[config.mk]
export PLATFORM = sky130hd
export DESIGN_NAME = adc_psctl_axil_resp
export DESIGN_NICKNAME = d
export VERILOG_FILES = /design/src/rtl/adc_psctl_axil_resp.sv
export SDC_FILE = /design/constraint.sdc
export NUM_CORES = 1
export LEC_CHECK = 0
export ABC_CLOCK_PERIOD_IN_PS = 18400
export CAP_MARGIN = 10
export CORE_MARGIN = 2
export CORE_UTILIZATION = 50
export CTS_BUF_LIST = sky130_fd_sc_hd__clkbuf_8
export DETAILED_ROUTE_END_ITERATION = 8
export GPL_ROUTABILITY_DRIVEN = 0
export PLACE_DENSITY = 0.81
export SYNTH_ARGS = -nofsm -noshare
export SYNTH_HDL_FRONTEND = slang
export SYNTH_SLANG_ARGS = --single-unit
[constraint.sdc]
create_clock -name S_AXI_ACLK -period 18.4 [get_ports S_AXI_ACLK]
set_clock_uncertainty 0.1 [all_clocks]
set_input_delay 3.68 -clock S_AXI_ACLK [delete_from_list [all_inputs] [get_ports S_AXI_ACLK]]
set_output_delay 3.68 -clock S_AXI_ACLK [all_outputs]
set_load 0.02 [all_outputs]
[src/rtl/adc_psctl_axil_resp.sv]
// AXI4-Lite slave terminating adc_psctl M00_AXI traffic; NUM_REGS read/write control registers.
// Optional ADC_PSCTL_WR_PULSE_EN adds REG_WR_PULSE, a one-cycle strobe per OKAY register write.
module adc_psctl_axil_resp #(
  parameter int unsigned C_S_AXI_DATA_WIDTH = 32,
  parameter int unsigned C_S_AXI_ADDR_WIDTH = 5,
  parameter int unsigned NUM_REGS           = 4
) (
  input  logic                            S_AXI_ACLK,
  input  logic                            S_AXI_ARESET,
  input  logic [C_S_AXI_ADDR_WIDTH-1:0]   S_AXI_AWADDR,
  input  logic [2:0]                      S_AXI_AWPROT,
  input  logic                            S_AXI_AWVALID,
  output logic                            S_AXI_AWREADY,
  input  logic [C_S_AXI_DATA_WIDTH-1:0]   S_AXI_WDATA,
  input  logic [C_S_AXI_DATA_WIDTH/8-1:0] S_AXI_WSTRB,
  input  logic                            S_AXI_WVALID,
  output logic                            S_AXI_WREADY,
  output logic [1:0]                      S_AXI_BRESP,
  output logic                            S_AXI_BVALID,
  input  logic                            S_AXI_BREADY,
  input  logic [C_S_AXI_ADDR_WIDTH-1:0]   S_AXI_ARADDR,
  input  logic [2:0]                      S_AXI_ARPROT,
  input  logic                            S_AXI_ARVALID,
  output logic                            S_AXI_ARREADY,
  output logic [C_S_AXI_DATA_WIDTH-1:0]   S_AXI_RDATA,
  output logic [1:0]                      S_AXI_RRESP,
  output logic                            S_AXI_RVALID,
  input  logic                            S_AXI_RREADY,
  output logic [NUM_REGS*32-1:0]          REG_OUT
`ifdef ADC_PSCTL_WR_PULSE_EN
  ,
  output logic [NUM_REGS-1:0]             REG_WR_PULSE
`endif
);

  localparam int unsigned IdxW  = C_S_AXI_ADDR_WIDTH - 2;
  localparam int unsigned StrbW = C_S_AXI_DATA_WIDTH / 8;
  localparam logic [1:0] RespOkay   = 2'b00;
  localparam logic [1:0] RespSlvErr = 2'b10;

  // StWInit keeps the readys low for the first edge after reset release.
  typedef enum logic [2:0] {
    StWInit,
    StWIdle,
    StWHaveAw,
    StWHaveW,
    StWResp
  } wr_state_e;

  wr_state_e wr_state_q, wr_state_d;

  logic [IdxW-1:0]               aw_idx_q, aw_idx_d;
  logic [C_S_AXI_DATA_WIDTH-1:0] wdata_q, wdata_d;
  logic [StrbW-1:0]              wstrb_q, wstrb_d;
  logic [1:0]                    bresp_q, bresp_d;
  logic [31:0]                   regs_q [NUM_REGS];
  logic [31:0]                   regs_d [NUM_REGS];

  logic                          arready_q, arready_d;
  logic                          rvalid_q, rvalid_d;
  logic [C_S_AXI_DATA_WIDTH-1:0] rdata_q, rdata_d;
  logic [1:0]                    rresp_q, rresp_d;

  logic                          aw_hs, w_hs, ar_hs;
  logic                          wr_commit;
  logic [IdxW-1:0]               wr_idx, ar_idx;
  logic [C_S_AXI_DATA_WIDTH-1:0] wr_data, rd_sel;
  logic [StrbW-1:0]              wr_strb;
  logic                          wr_ok, rd_ok;

  logic unused_inputs;
  assign unused_inputs = ^{S_AXI_AWPROT, S_AXI_ARPROT, S_AXI_AWADDR[1:0], S_AXI_ARADDR[1:0]};

  assign S_AXI_AWREADY = (wr_state_q == StWIdle) || (wr_state_q == StWHaveW);
  assign S_AXI_WREADY  = (wr_state_q == StWIdle) || (wr_state_q == StWHaveAw);
  assign S_AXI_BVALID  = (wr_state_q == StWResp);
  assign S_AXI_BRESP   = bresp_q;

  assign S_AXI_ARREADY = arready_q;
  assign S_AXI_RVALID  = rvalid_q;
  assign S_AXI_RDATA   = rdata_q;
  assign S_AXI_RRESP   = rresp_q;

  assign aw_hs = S_AXI_AWVALID & S_AXI_AWREADY;
  assign w_hs  = S_AXI_WVALID & S_AXI_WREADY;
  assign ar_hs = S_AXI_ARVALID & arready_q;

  // Whichever half arrived first comes from its latch, the other straight off the bus.
  assign wr_idx  = (wr_state_q == StWHaveAw) ? aw_idx_q : S_AXI_AWADDR[C_S_AXI_ADDR_WIDTH-1:2];
  assign wr_data = (wr_state_q == StWHaveW) ? wdata_q : S_AXI_WDATA;
  assign wr_strb = (wr_state_q == StWHaveW) ? wstrb_q : S_AXI_WSTRB;
  assign wr_ok   = 32'(wr_idx) < NUM_REGS;

  assign ar_idx = S_AXI_ARADDR[C_S_AXI_ADDR_WIDTH-1:2];
  assign rd_ok  = 32'(ar_idx) < NUM_REGS;

  always_comb begin
    wr_state_d = wr_state_q;
    aw_idx_d   = aw_idx_q;
    wdata_d    = wdata_q;
    wstrb_d    = wstrb_q;
    wr_commit  = 1'b0;
    unique case (wr_state_q)
      StWInit: wr_state_d = StWIdle;
      StWIdle: begin
        if (aw_hs && w_hs) begin
          wr_commit = 1'b1;
        end else if (aw_hs) begin
          wr_state_d = StWHaveAw;
          aw_idx_d   = S_AXI_AWADDR[C_S_AXI_ADDR_WIDTH-1:2];
        end else if (w_hs) begin
          wr_state_d = StWHaveW;
          wdata_d    = S_AXI_WDATA;
          wstrb_d    = S_AXI_WSTRB;
        end
      end
      StWHaveAw: wr_commit = w_hs;
      StWHaveW:  wr_commit = aw_hs;
      StWResp: begin
        if (S_AXI_BREADY) wr_state_d = StWIdle;
      end
      default: wr_state_d = StWIdle;
    endcase
    if (wr_commit) wr_state_d = StWResp;
  end

  always_comb begin
    bresp_d = bresp_q;
    regs_d  = regs_q;
    if (wr_commit) begin
      bresp_d = wr_ok ? RespOkay : RespSlvErr;
      for (int k = 0; k < NUM_REGS; k++) begin
        if (wr_idx == IdxW'(k)) begin
          for (int b = 0; b < StrbW; b++) begin
            if (wr_strb[b]) regs_d[k][8*b +: 8] = wr_data[8*b +: 8];
          end
        end
      end
    end
  end

  // Reads sample regs_q, so a same-edge write is not yet visible.
  always_comb begin
    rd_sel = '0;
    for (int k = 0; k < NUM_REGS; k++) begin
      if (ar_idx == IdxW'(k)) rd_sel = regs_q[k];
    end
  end

  always_comb begin
    arready_d = arready_q;
    rvalid_d  = rvalid_q;
    rdata_d   = rdata_q;
    rresp_d   = rresp_q;
    if (ar_hs) begin
      arready_d = 1'b0;
      rvalid_d  = 1'b1;
      rdata_d   = rd_sel;
      rresp_d   = rd_ok ? RespOkay : RespSlvErr;
    end else if (rvalid_q) begin
      if (S_AXI_RREADY) begin
        rvalid_d  = 1'b0;
        arready_d = 1'b1;
      end
    end else begin
      arready_d = 1'b1;
    end
  end

  always_ff @(posedge S_AXI_ACLK or posedge S_AXI_ARESET) begin
    if (S_AXI_ARESET) begin
      wr_state_q <= StWInit;
      aw_idx_q   <= '0;
      wdata_q    <= '0;
      wstrb_q    <= '0;
      bresp_q    <= '0;
      arready_q  <= 1'b0;
      rvalid_q   <= 1'b0;
      rdata_q    <= '0;
      rresp_q    <= '0;
      for (int k = 0; k < NUM_REGS; k++) regs_q[k] <= '0;
    end else begin
      wr_state_q <= wr_state_d;
      aw_idx_q   <= aw_idx_d;
      wdata_q    <= wdata_d;
      wstrb_q    <= wstrb_d;
      bresp_q    <= bresp_d;
      arready_q  <= arready_d;
      rvalid_q   <= rvalid_d;
      rdata_q    <= rdata_d;
      rresp_q    <= rresp_d;
      regs_q     <= regs_d;
    end
  end

  for (genvar k = 0; k < NUM_REGS; k++) begin : g_reg_out
    assign REG_OUT[32*k +: 32] = regs_q[k];
  end

`ifdef ADC_PSCTL_WR_PULSE_EN
  logic [NUM_REGS-1:0] wr_pulse_q, wr_pulse_d;

  always_comb begin
    wr_pulse_d = '0;
    if (wr_commit && wr_ok) begin
      for (int k = 0; k < NUM_REGS; k++) wr_pulse_d[k] = (wr_idx == IdxW'(k));
    end
  end

  always_ff @(posedge S_AXI_ACLK or posedge S_AXI_ARESET) begin
    if (S_AXI_ARESET) wr_pulse_q <= '0;
    else              wr_pulse_q <= wr_pulse_d;
  end

  assign REG_WR_PULSE = wr_pulse_q;
`endif

endmodule

==> impl_summary.md <==
STA
The slew at the pin with the worst max-slew slack is 1.07 ns. Setup repair after global routing left no endpoint under its margin. The final number of hold-violating endpoints is 0. The maximum operating frequency is 0.171 GHz. The final number of max-transition violations came to 0. The worst pin sits at a relative slew slack of 0.266.

Across all setup checks in the final design, the least slack found is 12.56 ns. Dividing the final minimum period by the clock period gives 0.318. Summed over all failing endpoints, the final setup total negative slack is 0 ns. The clock period minus final worst setup slack is 5.84 ns. Setup violations remaining at the end of the flow were counted as 0.

Clock network
The number of buffers added to fix hold violations after cts is 0. Counting the buffers created by CTS gives 36. The root cell of the clock tree is sky130_fd_sc_hd__clkbuf_8. The number of gates resized after CTS was 0. For the worst-skew pair, the clock arrives at the later sink with an insertion delay of 0.51 ns. The clock tree from TritonCTS is done. The clock drives 206 sinks. The maximum root-to-sink buffer count is 3. Post-CTS timing repair inserted 0 buffers for setup. After clock tree synthesis, the clock-pin slew on the worst setup and hold paths is 0.05 ns. The H-tree depth is 2.

Min path
The path class of the tightest hold or removal check is reg2reg. The startpoint of the worst hold path is S_AXI_RDATA[27]$_DFFE_PP0P_. The hold-critical path depth is 2. The capture endpoint of the worst hold path is S_AXI_RDATA[27]$_DFFE_PP0P_.

Logic synthesis
The synthesized area per cell is 15.7 um^2. The dominant combinational cell family by area after synthesis is multiplexers. The library cell with the highest instance count after synthesis is sky130_fd_sc_hd__dfrtp_1. The number of synthesis warnings is 0. Of the synthesized area, sequential elements account for 0.554.

In this run, distinct cell masters in the synthesized netlist total 28. Of the total synthesized cell area, the portion taken by full adders, half adders and majority gates is 0. The area share of the largest cell type after synthesis is 0.554.

Yosys attributes the largest share of cell area to sky130_fd_sc_hd__dfrtp_1, sky130_fd_sc_hd__mux2_2, sky130_fd_sc_hd__mux4_2. For this run, asynchronously set or reset flops after synthesis account for 1.00. The count of flip-flops with a built-in enable after synthesis is 0. The share of the synthesized area in compound gates (AO/OA/AOI/OAI) is 0.0466. The leading area contributor after synthesis is sky130_fd_sc_hd__dfrtp_1. Summing every instance area after synthesis gives 9300 um^2. Of the total synthesized cell area, the portion taken by XOR and XNOR cells is 0. The flip-flop cell with the highest count after synthesis is sky130_fd_sc_hd__dfrtp_1. The flip-flop and latch count after synthesis is 206. Sorting the synthesized cells by how often they occur yields sky130_fd_sc_hd__dfrtp_1, sky130_fd_sc_hd__mux2_2, sky130_fd_sc_hd__a22o_1, sky130_fd_sc_hd__mux4_2, sky130_fd_sc_hd__clkbuf_1.

Of the total synthesized cell area, the portion taken by AND, OR, NAND and NOR gates is 0.0564. The cell count after synthesis is 593. The portion of synthesized area spent on multiplexers is 0.323.

Route
Once detail routing completed, the nets flagged for antenna violations numbered 0. The final layout contains routed wiring with a total length of 23700 um. In the routed design, unresolved DRC markers number 0. The number of iterations in the first detailed-routing pass is 4. In the final routed layout, each cell accounts on average for 22.1 um. Across all layers, the routed design uses 6183 vias. The DRC marker count from the first detailed-route iteration is 238. Using the TritonRoute via totals, the vias-per-cell ratio works out to 5.77.

Global routing
Entering global routing, the biggest net connects 126 pins. The met3 track demand over resource is 0.0725. The first global-routing pass estimated 37600 um of wire. The number of global-route vias before repair is 6794.

The all-layer global routing usage is 0.245. The sum of overflow across all layers after global routing is 0. The initial antenna violation count is 0. The global routing's busiest layer is met2. The met2 layer usage reported by global route is 0.416. The met1 routing resource usage after global routing is 0.304.

Critical path
The top fanout value on the critical path is 10. On the critical path, the stage with the largest delay is an instance of sky130_fd_sc_hd__clkdlybuf4s50_1. The capture point of the worst reg-to-reg path is REG_OUT[55]$_DFFE_PP0P_. The family with the most delay on the worst path is buffers and inverters. Walking the worst path, the cells encountered are nand2b_1, a21oi_1, clkdlybuf4s50_1. At the worst endpoint, the required time is 14.62 ns. The category of the most critical setup path is reg2out.

The logic depth of the worst register-to-register path is 5. Data arrives at the worst endpoint at 2.06 ns. The critical path endpoint category is a primary output.

The startpoint identified for the worst register-to-register timing path is wr_state_q[2]$_DFFE_PP0P_. The minimum setup slack among reg-to-reg paths is 15.03 ns. The highest cell delay on the worst timing path is 0.64 ns. The element type at the critical path start is a register. The count of buffering cells on the critical path with inverters included is 1.

Final layout
The post-route cell area is 12300 um^2. The fraction of layout cells with a size suffix above 1 is 0.349. The post-synthesis to final-layout area growth is 32.3%. The net count of the finished layout is 879.

The antenna diode count is 0.

Power and ir drop
The internal cell power is 1390 uW. The net switching share of the total power is 0.361. The net switching power of the design is 784 uW. For this design the ratio of total power to cell area is 177 nW/um^2. The clock group share of total power is 0.182. The reported leakage power is 0.00535 uW. The worst-case IR drop observed on VDD is 110 uV. The relative contribution of combinational cells to total power is 0.446. The sequential fraction of design power is 0.372.

Place
The placed instances occupy a cell area of 11600 um^2. Input and output buffers added on the ports amount to 215. The pre-CTS setup slack is 12.14 ns. The detailed placement HPWL is 15600 um.

Floorplanning
The initial core utilization is 0.514. Measured along the y axis, the die boundary spans 140 um. The floorplan has 49 rows. The die area is 19700 um^2. The I/O pin count is 228. The core region is 18100 um^2. The floorplan die width is 140 um.

Flow run
The max capacitance violation total is 0.

Status
The run finished with clean final reports.
-- worst min-delay path, delay by kind of cell (launching register included) --
family             cells  cell delay (ns)
AOI/OAI and AO/OA      1             0.07
DFF                    1             0.34
and+or+nand+nor        1             0.05
-- power groups by stage --
stage          registers [uW]  clock network (uW)  logic, uW
2_1_floorplan             952                   0        393
3_3_place_gp              791                   0        952
3_5_place_dp              810                   0        975
4_1_cts                   805                 405        979
5_1_grt                   832                 428       1020
6_report                  807                 396        969
-- how the worst max path moves through the flow --
stage / end / cells after the start / slack, ns / start
floorplan: REG_OUT[0]$_DFFE_PP0P_ / 1 / 9.00 / S_AXI_ARESET
global placement: REG_OUT[3]$_DFFE_PP0P_ / 6 / 12.20 / S_AXI_WVALID
detailed placement: REG_OUT[55]$_DFFE_PP0P_ / 6 / 12.14 / S_AXI_WVALID
CTS: S_AXI_WREADY / 3 / 12.56 / wr_state_q[0]$_DFFE_PP0P_
global route: S_AXI_WREADY / 3 / 12.50 / wr_state_q[0]$_DFFE_PP0P_
finish: S_AXI_WREADY / 3 / 12.56 / wr_state_q[0]$_DFFE_PP0P_
-- state kept, by name (all words and copies together), names as in the netlist --
register	cells
S_AXI_ARREADY	1
wr_state_q	3
wstrb_q	4
S_AXI_RRESP	1
REG_OUT	128
S_AXI_RVALID	1
S_AXI_BRESP	1
S_AXI_RDATA	32
wdata_q	32
aw_idx_q	3
-- cell families after synthesis --
logic type,Yosys count
simple gates,51
mux,243
other cells,1
flops,206
buf+inv,37
compound gates,55
-- routing by layer --
metal / routed length (um) / vias to the layer above
met5: 0 / -
met4: 543 / 0
met3: 1940 / 45
met2: 11700 / 241
met1: 9560 / 3209
li1: - / 2688
-- layout make-up --
| type | count | area (um^2) |
|---|---|---|
| tap | 229 | 287 |
| inverter | 4 | 22.5 |
| timing repair buffer | 221 | 2190 |
| clock inverter | 19 | 98.8 |
| clock buffer | 42 | 578 |
| multi-input combinational | 351 | 3970 |
| sequential | 206 | 5150 |
| fill | 1249 | 5790 |
-- placed cells by master (no fill, tap or decap) --
cell type,instances
sky130_fd_sc_hd__a21o_1,1
sky130_fd_sc_hd__a21oi_1,2
sky130_fd_sc_hd__a22o_1,25
sky130_fd_sc_hd__a2bb2oi_1,14
sky130_fd_sc_hd__buf_2,2
sky130_fd_sc_hd__buf_4,6
sky130_fd_sc_hd__bufinv_16,1
sky130_fd_sc_hd__clkbuf_8,42
sky130_fd_sc_hd__clkdlybuf4s50_1,213
sky130_fd_sc_hd__clkinv_2,1
sky130_fd_sc_hd__conb_1,2
sky130_fd_sc_hd__dfrtp_1,206
sky130_fd_sc_hd__inv_1,20
sky130_fd_sc_hd__inv_8,1
sky130_fd_sc_hd__mux2_1,6
sky130_fd_sc_hd__mux2_2,196
sky130_fd_sc_hd__mux2_4,1
sky130_fd_sc_hd__mux2i_1,15
sky130_fd_sc_hd__mux4_2,25
sky130_fd_sc_hd__nand2_1,12
sky130_fd_sc_hd__nand2_2,1
sky130_fd_sc_hd__nand2b_1,2
sky130_fd_sc_hd__nand3b_1,4
sky130_fd_sc_hd__nor2_1,7
sky130_fd_sc_hd__nor2_2,1
sky130_fd_sc_hd__nor2b_1,7
sky130_fd_sc_hd__nor3b_4,1
sky130_fd_sc_hd__nor4_4,16
sky130_fd_sc_hd__o211ai_1,1
sky130_fd_sc_hd__o21a_1,1
sky130_fd_sc_hd__o21ai_0,10
sky130_fd_sc_hd__o22a_1,1
-- stage by stage --
| stage | cells | util | power (uW) | hold slack, ns |
|---|---|---|---|---|
| after floorplan | 594 | - | 1350 | 0.375 |
| after global placement | 1011 | 0.643 | 1740 | 0.361 |
| after detailed placement | 1011 | 0.643 | 1790 | 0.385 |
| after CTS | 1072 | 0.680 | 2190 | 0.397 |
| after global routing | 1072 | 0.680 | 2280 | 0.418 |
| final | 1072 | 0.680 | 2170 | 0.393 |
No activity file was read; power rests on OpenSTA's default activity.
